## config.mk

```make
export PLATFORM = sky130hd
export DESIGN_NAME = lz77_decoder
export DESIGN_NICKNAME = d
export VERILOG_FILES = /design/src/rtl/lz77_pkg.sv /design/src/rtl/lz77_hist_shreg.sv /design/src/rtl/lz77_decoder.sv
export SDC_FILE = /design/constraint.sdc
export NUM_CORES = 1
export LEC_CHECK = 0
export BUFFER_PORTS_ARGS = -buffer_cell sky130_fd_sc_hd__buf_4
export CORE_MARGIN = 5
export CORE_UTILIZATION = 30
export DETAILED_ROUTE_END_ITERATION = 7
export PLACE_DENSITY_LB_ADDON = 0.2
export SLEW_MARGIN = 20
export SYNTH_ARGS = -nofsm -noshare
export SYNTH_HDL_FRONTEND = slang
export SYNTH_SLANG_ARGS = --single-unit
```

## constraint.sdc

```tcl
create_clock -name clk -period 4.48 [get_ports clk]
set_clock_uncertainty 0.15 [all_clocks]
set_input_delay 0.896 -clock clk [delete_from_list [all_inputs] [get_ports clk]]
set_output_delay 0.896 -clock clk [all_outputs]
set_load 0.02 [all_outputs]
```

## src/rtl/lz77_pkg.sv

```systemverilog
// lz77_pkg: constants and FSM state type shared by the LZ77 encoder and decoder
package lz77_pkg;
    localparam int LZ_DICT_DEPTH = 9;
    localparam int LZ_OFF_W = 4;
    localparam int LZ_LEN_W = 3;
    localparam int LZ_MAX_LEN = 2;
    localparam logic [7:0] LZ_TERM = 8'h24;
    typedef enum logic [1:0] {IDLE, COPY, LIT, DONE} state_e;
endpackage

```

## src/rtl/lz77_hist_shreg.sv

```systemverilog
// lz77_hist_shreg: byte history shift register with saturating fill count and async read port
module lz77_hist_shreg
    import lz77_pkg::*;
#(
    parameter int DEPTH = LZ_DICT_DEPTH,
    parameter int IDX_W = LZ_OFF_W
) (
    input  logic             clk,
    input  logic             reset,
    input  logic             shift_en,
    input  logic [7:0]       din,
    input  logic [IDX_W-1:0] rd_idx,
    output logic [7:0]       rd_data,
    output logic [IDX_W:0]   fill_nxt
);
    localparam logic [IDX_W:0] FULL = (IDX_W+1)'(DEPTH);
    logic [7:0]     hist_q [DEPTH];
    logic [IDX_W:0] fill_q, fill_d;
    always_comb begin
        fill_d = (shift_en && fill_q != FULL) ? fill_q + 1'b1 : fill_q;
        fill_nxt = fill_d;
        rd_data = ({1'b0, rd_idx} < FULL) ? hist_q[rd_idx] : 8'h00;
    end
    always_ff @(posedge clk) begin
        if (!reset) begin
            for (int i = 0; i < DEPTH; i++) hist_q[i] <= 8'h00;
            fill_q <= '0;
        end else begin
            fill_q <= fill_d;
            if (shift_en) begin
                hist_q[0] <= din;
                for (int i = 1; i < DEPTH; i++) hist_q[i] <= hist_q[i-1];
            end
        end
    end
endmodule

```

## src/rtl/lz77_decoder.sv

```systemverilog
// lz77_decoder: rebuilds a byte stream from (offset, match_len, char_nxt) tokens, one byte per cycle
module lz77_decoder
    import lz77_pkg::*;
#(
    parameter int DICT_DEPTH = LZ_DICT_DEPTH,
    parameter int OFF_W = LZ_OFF_W,
    parameter int LEN_W = LZ_LEN_W,
    parameter int MAX_LEN = LZ_MAX_LEN
) (
    input  logic             clk,
    input  logic             reset,
    input  logic             tok_valid,
    output logic             tok_ready,
    input  logic [OFF_W-1:0] offset,
    input  logic [LEN_W-1:0] match_len,
    input  logic [7:0]       char_nxt,
    output logic             char_valid,
    output logic [7:0]       char_out,
    output logic             finish,
    output logic             err
);
    state_e           state_q, state_d;
    logic [OFF_W-1:0] off_q;
    logic [LEN_W-1:0] cnt_q;
    logic [7:0]       lit_q, char_q, rd_data, din;
    logic             valid_q, finish_q, err_q, accept, shift_en, bad;
    logic [OFF_W:0]   fill_nxt;
    lz77_hist_shreg #(.DEPTH(DICT_DEPTH), .IDX_W(OFF_W)) u_hist (
        .clk(clk), .reset(reset), .shift_en(shift_en), .din(din),
        .rd_idx(off_q), .rd_data(rd_data), .fill_nxt(fill_nxt)
    );
    // Legality uses the fill after this edge's shift, so a token accepted in LIT sees the literal.
    always_comb begin
        tok_ready = reset && (state_q == IDLE || (state_q == LIT && lit_q != LZ_TERM));
        accept = tok_valid && tok_ready;
        shift_en = state_q == COPY || state_q == LIT;
        din = state_q == COPY ? rd_data : lit_q;
        bad = int'(match_len) > MAX_LEN || (match_len != '0 && {1'b0, offset} >= fill_nxt);
        state_d = state_q == COPY ? (cnt_q == LEN_W'(1) ? LIT : COPY)
                : state_q == DONE ? DONE
                : (state_q == LIT && lit_q == LZ_TERM) ? DONE
                : accept ? (match_len != '0 ? COPY : LIT)
                : IDLE;
    end
    always_ff @(posedge clk) begin
        if (!reset) begin
            state_q <= IDLE;
            off_q <= '0;
            cnt_q <= '0;
            lit_q <= 8'h00;
            char_q <= 8'h00;
            valid_q <= 1'b0;
            finish_q <= 1'b0;
            err_q <= 1'b0;
        end else begin
            state_q <= state_d;
            valid_q <= shift_en;
            if (shift_en) char_q <= din;
            if (state_q == COPY) cnt_q <= cnt_q - 1'b1;
            if (state_q == LIT && lit_q == LZ_TERM) finish_q <= 1'b1;
            if (accept) begin
                off_q <= offset;
                cnt_q <= match_len;
                lit_q <= char_nxt;
                err_q <= err_q | bad;
            end
        end
    end
    assign char_valid = valid_q;
    assign char_out = char_q;
    assign finish = finish_q;
    assign err = err_q;
endmodule
```

# Yosys cells after proc, flatten, opt, wreduce, memory -nomap -nowiden
# Memory sizes are Yosys's and may differ from the RTL's. A register that Yosys moved wholly into a read port is not among the register bits.
# Cells that the tools add are included.
[word_totals] elab_cells=70 ram_bits=72 romBits=0 latchBits=0 reg_bits=33 mem_count=1 output_inout_bits=12 input_bits=18
[mem_list] memory="u_hist.hist_q" words=9 width=8 rd=9 rd_clocked_by_memory_dff=1 wr=9 line="lz77_hist_shreg.sv:17" rtl="logic [7:0] hist_q [DEPTH];"
[classes] shift=0 magnitude_cmp=3 mul=0 n_bitwise=10 addsub=2 eq_ne=7 muxes=26 n_reduce_logical=12 n_div=0
[ops] operator="two-way mux 8 bit" n=11
[ops] operator="two-way mux 2 bit" n=6
[ops] operator="bitwise OR 1 bit" n=10
[ops] operator="equality test 8 x 6 -> 1 bit, second input constant" n=1
[ops] operator="two-way mux 4 bit" n=2
[ops] operator="inequality test 8 x 6 -> 1 bit, second input constant" n=1
[ops] operator="logical AND 1 bit" n=6
[ops] operator="two-way mux 3 bit" n=2
[ops] operator="adder 5 x 1 -> 5 bit, second input constant" n=1
[ops] operator="greater-or-equal comparator 4 x 5 -> 1 bit" n=1
[ops] operator="two-way mux 5 bit" n=1
[ops] operator="inequality test 5 x 4 -> 1 bit, second input constant" n=1
[ops] operator="equality test 2 bit, second input constant" n=2
[ops] operator="< comparator 4 bit, second input constant" n=1
[ops] operator="two-way mux 1 bit" n=4
[ops] operator="equality test 3 x 1 -> 1 bit, second input constant" n=1
[ops] operator="> comparator 3 x 2 -> 1 bit, second input constant" n=1
[ops] operator="logical OR 1 bit" n=3
[ops] operator="nonzero test 3 bit" n=1
[ops] operator="subtractor 3 x 1 -> 3 bit, second input constant" n=1
[ops] operator="equality test 2 x 1 -> 1 bit, second input constant" n=1
[ops] operator="zero test 2 bit" n=1
[ops] operator="nonzero test 2 bit" n=1

# Longest topological paths before layout
# Gate-level depths: netlist of the first run.
[depth] word_depth=9 mapped_depth=11 mapped_depth_nobuf=11

# Modules after synthesis
# Synthesis of the first run repeated with hierarchy kept, for this count alone.
[hier_totals] cells_unflattened=418 hier_area_um2=5093.6
[modules_own_cells] mod="lz77_hist_shreg" cells_each=260 area_each_um2=3608.5 n_inst=1 seq_area_each_um2=2262.2
[modules_own_cells] mod="lz77_decoder" cells_each=158 area_each_um2=1485.2 n_inst=1 seq_area_each_um2=560.5

# Worst setup path before layout of the first run
# Ideal clock, no wire load.
[synth_path] path_kind="input to register" from="in reset" to="mem u_hist.hist_q[0][0] (enable)" setup_slack_ns=0.948 n_path_buf=2 arrival_ns=2.634 path_stages=3 setup_ns=0.748 t_required_ns=3.582 cell_sequence="clkbuf_1 clkbuf_1 nand2b_1"
[synth_lines] element="start, declared" line="lz77_decoder.sv:11" rtl="input logic reset,"
[synth_lines] element="end, declared" line="lz77_hist_shreg.sv:17"

# Worst setup path after layout of the first run
[layout_path] from="reg lit_q[4]" to="out tok_ready"
[layout_between] elab_chain_len=4
[layout_lines] element="start, declared" line="lz77_decoder.sv:25" rtl="logic [7:0] lit_q, char_q, rd_data, din;"
[layout_lines] element="start signal, assigned" line="lz77_decoder.sv:64" rtl="lit_q <= char_nxt;"
[layout_lines] element="inequality test 8 x 6 -> 1 bit" line="lz77_decoder.sv:34" rtl="tok_ready = reset && (state_q == IDLE || (state_q == LIT && lit_q != LZ_TERM));"
[layout_lines] element="logical AND 1 bit" line="lz77_decoder.sv:34"
[layout_lines] element="logical OR 1 bit" line="lz77_decoder.sv:34"
[layout_lines] element="logical AND 1 bit" line="lz77_decoder.sv:34"
[layout_lines] element="end, declared" line="lz77_decoder.sv:13" rtl="output logic tok_ready,"
# Every way passes these cells.

==> flow_summary.yaml, run 1 <==
power_and_ir_drop:
  total_power_mw: 2.31
  ir_worst_vdd_mv: 0.169
  p_per_area_mw_per_mm2: 392
  p_leak_nw: 2.42
cells_and_area:
  design_area_sq_mm: 0.00588
  nNetsFinal: 484
  fin_util_pct: 34.2
  final_cells: 684
  final_layout_size_suffix_gt1_share_pct: 18.3
  antennaDiodeCount: 0
  area_growth_pct: 12.8
  fillers: 1749
sta:
  final_max_slew_viol_count: 0
  fin_ws_ns: 1.69
  tightest_slew_ns: 0.860
  setup_viol: 0
  period_needed_ns: 2.79
  post-route-period-util_pct: 62.2
  grt_setup_unrepaired: "no"
  slew_headroom_pct: 42.6
  finalHoldViolCount: 0
  hold-worst-slack_ns: 0.316
  tns_ns: 0
  max_freq_mhz: 359
setup_path:
  cp_slowest_cell: "nor4b_1"
  critPathBufInv: 1
  critical_path.max_fanout: 4
  path_delay_family: "simple AND/OR/NAND/NOR gates"
  cp_cell_sequence: "nor4b_1, and4b_1, nor2b_1, o21a_1, buf_4"
  cp.required_ns: 3.43
  crit_arrival_ns: 1.74
  max_stage_delay_ns: 0.34
  worstSetupStartpointType: "flop"
  critical_path_class: "reg2out"
  end_kind: "output port"
clock_tree:
  cts_hold_buf: 0
  clk_latency_ns: 0.35
  cts_setup_buffers: 0
  cts_tree: "built"
  numCtsBuffers: 9
  cts.sinks: 109
  cts_buffer_depth: 2
  clkTransAtPathRegs_ns: 0.06
  post_cts_resized: 0
  htreeDepth: 3
  cts_root_buffer: "clkbuf_16"
run_status:
  outcome: "finished, final reports clean"
synth:
  ys_seq_area_share_pct: 55.7
  synth.net_count: 471
  yosysWarnings: 0
  synth_async_sr_flop_share_pct: 0
  ys_ff_latch: 109
  syn_avg_cell_area_sq_um: 11.8
  synth_cells: 441
  synth_ff_type: "edfxtp_1"
  syn_area_sq_mm: 0.00521
  synth_edf_count: 72
  synth.distinct_cells: 44
grt:
  grt_pass1_wl_um: 18800
  grt_pass1_vias: 3354
  grt_overflow_total: 0
  grt_max_degree: 57
  antenna_found_initial: 0
  grtUsageTotal_pct: 12.0
job:
  cap_violations: 0
placed_design:
  placed_cell_area_sq_mm: 0.00560
  io_buffer_count: 29
  hpwl_um: 7460
  gp_congestion: 0.729
  place_ws_ns: 1.74
  place_inst: 668
floorplan:
  placementRows: 48
  die_x_um: 142
  die_h_um: 142
  die-area_sq_mm: 0.0201
  core_sq_mm: 0.0172
  io_pins: 30
  initial_utilization_pct: 30.3
drt:
  routedWlPerCell_um: 16.7
  drc: 0
  routed_wl_um: 11400
  ant_nets: 0
  dr.pass1.iters: 4
  num_vias: 3350
  drtIter0Drc: 217
  viasPerCell: 4.90
hold_path:
  hold_path.class: "reg2reg"
-- power by group --
part | internal, mW | switching (mW)
Clock | 0.413 | 0.346
Combinational | 0.138 | 0.175
Sequential | 1.17 | 0.0663
Total | 1.72 | 0.588
-- cells by family after synthesis --
group / Yosys count / share of synthesized area [%]
XOR/XNOR: 6 / 1.01
AND/OR/NAND/NOR: 169 / 18.2
multiplexers: 26 / 9.97
adder cells (fa/ha/maj): 12 / 2.88
buffers and inverters: 49 / 4.49
flip-flops: 109 / 55.7
AO/OA/AOI/OAI: 70 / 7.73
-- registers in the layout (all words and copies together), names as in the netlist, named ones only --
register	flops
u_hist.hist_q	72
char_out	8
lit_q	8
u_hist.fill_q	5
off_q	4
cnt_q	3
state_q	2
char_valid	1
err	1
finish	1
-- per-layer routing --
layer  GRT usage [%]  wire [um]  vias to the layer above  share of wire [%]
met5               0          0                        -                  0
met2            18.0       5150                       53                 45
met4            5.30        255                        0                2.2
met1            16.6       5640                     1648                 49
li1                -          -                     1632                  -
met3            2.46        391                       17                3.4
-- cell usage in the layout (no fill, tap or decap), types with 2 or more instances in the layout --
cell,instances
ha_1,11
o21ai_2,8
nor2b_1,15
xor2_1,3
clkbuf_16,10
a21oi_1,19
inv_1,16
nor3b_1,7
nand2b_1,3
o21ai_1,17
a211oi_1,3
mux2i_1,2
xnor2_1,3
nor3_2,7
nand3b_1,2
buf_4,33
and3_1,64
mux4_2,10
edfxtp_1,72
nand3_1,3
mux4_1,6
nand2_1,49
clkbuf_1,3
clkinv_2,2
dfxtp_1,36
o31ai_1,2
o21ai_0,15
nand4_1,2
a31oi_1,2
nor2_1,11
mux2_4,7
-- area by class of cell --
cell class,count,area [sq um],area share [%]
clock buffers,14,267,4.54
clock inverters,2,10.0,0.170
inverters,17,63.8,1.09
multi-input cells,283,2080,35.4
flip-flops and latches,109,2900,49.4
well taps,225,282,4.79
repair buffers,34,268,4.56
-- worst min-delay path, delay by kind of cell (launching register included) --
family / cells / cell delay, ns
and+or+nand+nor: 1 / 0.06
AOI/OAI and AO/OA: 1 / 0.05
DFF: 1 / 0.32
-- cells in the mapped netlist (all sizes together), types with 3 or more instances --
master / n / share of area (%)
ha: 12 / 2.9
a211oi: 3 / 0.43
nor3b: 7 / 1.0
nor2b: 15 / 1.8
a21oi: 19 / 1.8
dfxtp: 37 / 14
nand3: 3 / 0.29
o21ai: 40 / 4.3
nand2: 49 / 3.5
and3: 64 / 7.7
mux4: 16 / 7.3
xnor2: 3 / 0.50
nor2: 11 / 0.79
buf: 8 / 1.5
nor3: 8 / 1.4
clkbuf: 24 / 1.7
xor2: 3 / 0.50
inv: 17 / 1.2
mux2: 8 / 2.2
edfxtp: 72 / 41
nand2b: 4 / 0.48
-- final timing paths --
kind / start / to / slack, ns / cells past startpoint
worst max-delay path: lit_q[4] / tok_ready / 1.69 / 5
worst min-delay path: lit_q[5] / lit_q[5] / 0.32 / 2
worst max register to register: state_q[0] / err / 1.75 / 10
worst min register to register: lit_q[5] / lit_q[5] / 0.32 / 2
(Power assumes the default switching activity.)
==> run 2, diff against run 1 <==
Clock period 4.48 ns to 2.4 ns, I/O delays scaled along.
==> flow_summary.yaml, run 2 (synthesis results as in run 1) <==
clock_tree:
  clkTransAtPathRegs_ns: 0.08
  cts_root_buffer: "clkbuf_16"
  cts.sinks: 109
  htreeDepth: 3
  cts_hold_buf: 0
  clk_latency_ns: 0.36
  numCtsBuffers: 9
  cts_tree: "built"
  cts_buffer_depth: 2
setup_path:
  worstSetupStartpointType: "flop"
  path_delay_family: "simple AND/OR/NAND/NOR gates"
  cp.required_ns: 1.77
  critical_path_class: "reg2out"
  critical_path.max_fanout: 4
  max_stage_delay_ns: 0.34
  cp_cell_sequence: "nor4b_2, and4b_2, nor2b_1, o21a_1, buf_4"
  cp_slowest_cell: "and4b_2"
  end_kind: "output port"
  crit_arrival_ns: 1.66
  critPathBufInv: 1
drt:
  routedWlPerCell_um: 16.1
  drc: 0
  num_vias: 3343
  routed_wl_um: 11200
  ant_nets: 0
  dr.pass1.iters: 4
  drtIter0Drc: 268
  viasPerCell: 4.80
grt:
  grt_pass1_vias: 3280
  grtUsageTotal_pct: 11.7
  grt_max_degree: 63
  antenna_found_initial: 0
  grt_overflow_total: 0
  grt_pass1_wl_um: 18500
cells_and_area:
  antennaDiodeCount: 0
  largest_reg_flops: 72
  design_area_sq_mm: 0.00603
  nNetsFinal: 497
  top_register: "u_hist.hist_q"
  final_cells: 697
  final_cell_mix: "edfxtp_1 (72), and3_1 (64), nand2_1 (49)"
  mostFrequentLayoutCell: "edfxtp_1"
  final_layout_size_suffix_gt1_share_pct: 22.5
  area_growth_pct: 15.8
sta:
  final_max_slew_viol_count: 0
  tightest_slew_ns: 0.641
  finalHoldViolCount: 0
  hold-worst-slack_ns: 0.173
  period_needed_ns: 2.29
  max_freq_mhz: 437
  slew_headroom_pct: 57.2
  post-route-period-util_pct: 95.3
  tns_ns: 0
  setup_viol: 0
power_and_ir_drop:
  power.switching_mw: 1.14
  total_power_mw: 4.43
  p_clk_share_pct: 34.2
  p_per_area_mw_per_mm2: 734
  p_leak_nw: 2.51
  ir_worst_vdd_mv: 0.356
  p_seq_share_pct: 51.5
  swShare_pct: 25.8
  p_comb_share_pct: 14.3
  p_int_mw: 3.29
hold_path:
  hold_path.class: "in2reg"
placed_design:
  placed_cell_area_sq_mm: 0.00569
  io_buffer_count: 29
  place_inst: 680
  gp_congestion: 0.737
  hpwl_um: 7330
floorplan:
  die_h_um: 142
  core_sq_mm: 0.0172
  placementRows: 48
  initial_utilization_pct: 30.3
  die-area_sq_mm: 0.0201
  io_pins: 30
  die_x_um: 142
run_status:
  outcome: "finished, final reports clean"
job:
  cap_violations: 0
## run 2: through the flow
stage | util (%) | setup slack [ns]
6_report | 35.1 | 0.112
5_1_grt | 35.1 | -0.000851
3_3_place_gp | 33.1 | 0.177
4_1_cts | 34.8 | 0.0250
2_1_floorplan | - | 0.202
3_5_place_dp | 33.1 | 0.0732
## run 2: repair_timing
| item | in CTS | in global routing |
|---|---|---|
| pin swaps | 0 | 1 |
| gates resized for setup | 1 | 9 |
| buffers inserted | 0 | 1 |
| setup endpoints to repair | 1 | 4 |
## run 2: layer usage
metal	GRT usage [%]	vias to the layer above	part of all wire, %
met5	0	-	0
met4	4.85	0	1.6
met3	2.16	12	2.7
met2	16.7	39	44
met1	17.4	1635	52
li1	-	1657	-
## run 2: final cells by class
type / count / area [sq um]
Clock buffer: 10 / 239
Clock inverter: 6 / 52.6
Fill cell: 1708 / 11100
Inverter: 17 / 63.8
Multi-Input combinational cell: 283 / 2120
Sequential cell: 109 / 2910
Tap cell: 225 / 282
Timing Repair Buffer: 47 / 365
## run 2: path summary, 6_finish.rpt
| kind | from | end | slack, ns | cells after the start |
|---|---|---|---|---|
| worst max-delay path | lit_q[3] | tok_ready | 0.11 | 5 |
| worst min-delay path | char_nxt[0] | lit_q[0] | 0.17 | 3 |
| worst max register to register | state_q[1] | err | 0.16 | 11 |
| worst min register to register | off_q[1] | off_q[1] | 0.32 | 2 |
## run 2: power by group through the flow
stage | clock network, mW | logic, mW | registers, mW
after global routing | 1.64 | 0.704 | 2.30
final | 1.52 | 0.632 | 2.28
after CTS | 1.54 | 0.635 | 2.28
after floorplan | 0 | 0.441 | 2.29
after detailed placement | 0 | 0.632 | 2.32
after global placement | 0 | 0.623 | 2.32
## run 2: tightest hold or removal path, cell delays in order
cell	delay [ns]
buf_4	0.07
nand2_1	0.03
o21ai_1	0.06
==> run 3, diff against run 2 <==
Settings changed: ABC_AREA set to 1.
==> flow_summary.yaml, run 3 <==
cells_and_area:
  mostFrequentLayoutCell: "inv_1"
  final_cell_mix: "inv_1 (98), nor2_1 (92), nand2_1 (81)"
  fillers: 1718
  top_register: "u_hist.hist_q"
  ff_latch_area_sq_mm: 0.00291
  fin_util_pct: 35.2
  design_area_sq_mm: 0.00584
  area_growth_pct: 15.3
  largest_reg_flops: 72
  multiInputGateArea_sq_mm: 0.00163
  antennaDiodeCount: 0
  nNetsFinal: 621
  final_layout_size_suffix_gt1_share_pct: 14.1
drt:
  num_vias: 3588
  routedWlPerCell_um: 13.1
  routed_wl_um: 10700
  drc: 0
  viasPerCell: 4.40
  drtIter0Drc: 297
  dr.pass1.iters: 4
  ant_nets: 0
grt:
  grt_pass1_wl_um: 17600
  grtUsageTotal_pct: 11.2
  grt_pass1_vias: 3348
  antenna_found_initial: 0
  grt_overflow_total: 0
  grt_max_degree: 73
setup_path:
  worstSetupStartpointType: "flop"
  critical_path_class: "reg2reg"
  crit_arrival_ns: 2.35
  rrSetupSlack_ns: 0.19
  cp_cell_sequence: "ha_2, nand3_2, o21ai_4, xor2_1, inv_1, ha_1, inv_1, nand2_1, nand2_1, nand2_1, nand2_1, nand2_1, nand2_1, nand2_1, nand2_1, nand2_1, nand2_1, a21oi_1"
  critical_path.max_fanout: 4
  cp.required_ns: 2.54
  cp_slowest_cell: "dfxtp_2"
  end_kind: "flop"
  crit_top_cell: "nand2_1"
  max_stage_delay_ns: 0.37
  r2r.worst_path.cells: 18
synth:
  synth_edf_count: 72
  yosysTopAreaCell: "edfxtp_1"
  syn_avg_cell_area_sq_um: 8.93
  yosys.area.top_type_share_pct: 42.7
  synth.net_count: 597
  synth_async_sr_flop_share_pct: 0
  yosysMostFrequentCell: "inv_1"
  yosys-top-cells-area: "edfxtp_1 (43%), dfxtp_1 (15%), inv_1 (7.6%)"
  syn_area_sq_mm: 0.00506
  synth.distinct_cells: 30
  ys_ff_latch: 109
  ys_seq_area_share_pct: 57.3
  yosysWarnings: 0
  synth_cells: 567
  synth.top_cells.by_count: "inv_1 (102), nor2_1 (93), nand2_1 (82)"
  synth_ff_type: "edfxtp_1"
clock_tree:
  clk_latency_ns: 0.35
  numCtsBuffers: 9
  clkTransAtPathRegs_ns: 0.07
  htreeDepth: 3
  cts_buffer_depth: 2
  cts_tree: "built"
  cts.sinks: 109
  cts_root_buffer: "clkbuf_16"
placed_design:
  gp_congestion: 0.729
  hpwl_um: 7240
  io_buffer_count: 29
  placed_cell_area_sq_mm: 0.00550
power_and_ir_drop:
  p_clk_share_pct: 34.9
  total_power_mw: 4.30
  p_int_mw: 3.19
  p_comb_share_pct: 12.9
  p_seq_share_pct: 52.1
  p_per_area_mw_per_mm2: 736
  ir_worst_vdd_mv: 0.575
  p_leak_nw: 2.51
  power.switching_mw: 1.10
  swShare_pct: 25.6
floorplan:
  die_x_um: 140
  core_sq_mm: 0.0166
  initial_utilization_pct: 30.5
  placementRows: 47
  die_h_um: 140
  die-area_sq_mm: 0.0196
  io_pins: 30
sta:
  max_freq_mhz: 452
  slew_headroom_pct: 65.4
  final_max_slew_viol_count: 0
  finalHoldViolCount: 0
  post-route-period-util_pct: 92.1
  hold-worst-slack_ns: 0.198
  period_needed_ns: 2.21
  setup_viol: 0
  tightest_slew_ns: 0.519
hold_path:
  hold-path-cell-count: 3
  hold_path.class: "in2reg"
job:
  cap_violations: 0
run_status:
  outcome: "finished, final reports clean"
[run 3: changes by cell type after synthesis, moves of 9 or more]
cell | previous run | this run
nand2_1 | 49 | 82
nor2b_1 | 15 | 0
nor2_1 | 11 | 93
and3_1 | 64 | 0
nand3_1 | 3 | 32
o21ai_0 | 15 | 28
inv_1 | 16 | 102
mux4_2 | 10 | 0
clkbuf_1 | 24 | 3
a21oi_1 | 19 | 40
buf_2 | 2 | 11
[run 3: timing repair]
item	4_1_cts	5_1_grt
resized for setup	0	6
endpoints found under the hold margin	0	0
endpoints found under the setup margin	0	1
setup buffers	0	2
hold buffers	0	0
[run 3: metal layers]
layer	GRT usage (%)	part of all wire, %	up-vias
li1	-	-	1847
met1	15.1	48	1685
met2	17.7	47	45
met3	3.51	3.5	11
met4	2.96	1.3	0
met5	0	0	-
[run 3: worst max-delay path: cells and delay by family (launching register included)]
family,cells,cell delay [ns]
AOI/OAI and AO/OA,2,0.32
xor gates and xnor gates,1,0.20
adders and majority gates,2,0.46
buffers and inverters,2,0.09
DFF,1,0.37
and+or+nand+nor,11,0.55
[run 3: area by class of cell]
| cell class | count | share of cell area [%] |
|---|---|---|
| Timing Repair Buffer | 38 | 5.31 |
| Inverter | 106 | 7.01 |
| Sequential cell | 109 | 49.8 |
| Tap cell | 220 | 4.71 |
| Clock buffer | 10 | 4.09 |
| Clock inverter | 6 | 1.07 |
| Multi-Input combinational cell | 327 | 28.0 |
[run 3: final timing paths]
check,endpoint,start
max,err,u_hist.fill_q[0]
min,lit_q[5],char_nxt[5]
max reg2reg,err,u_hist.fill_q[0]
min reg2reg,err,err
[run 3: kinds of logic after synthesis]
group / Yosys count / share of synthesized area, %
compound gates: 90 / 9.61
xor+xnor: 6 / 1.04
fa+ha+maj: 12 / 2.97
buf+inv: 131 / 11.2
flops: 109 / 57.3
simple gates: 219 / 17.8
[run 3: metrics by stage]
stage | std cells | TNS (ns) | setup WS (ns)
after floorplan | 567 | -1.65 | -0.0229
after global placement | 798 | 0 | 0.175
after detailed placement | 798 | 0 | 0.0927
after CTS | 814 | 0 | 0.0779
after global routing | 816 | -0.00308 | -0.00308
final | 816 | 0 | 0.189
[run 3: power by group through the flow]
stage / registers (mW) / clock network, mW / logic, mW
6_report: 2.24 / 1.50 / 0.556
5_1_grt: 2.26 / 1.63 / 0.637
4_1_cts: 2.24 / 1.55 / 0.559
3_5_place_dp: 2.28 / 0 / 0.555
3_3_place_gp: 2.28 / 0 / 0.549
2_1_floorplan: 2.27 / 0 / 0.406
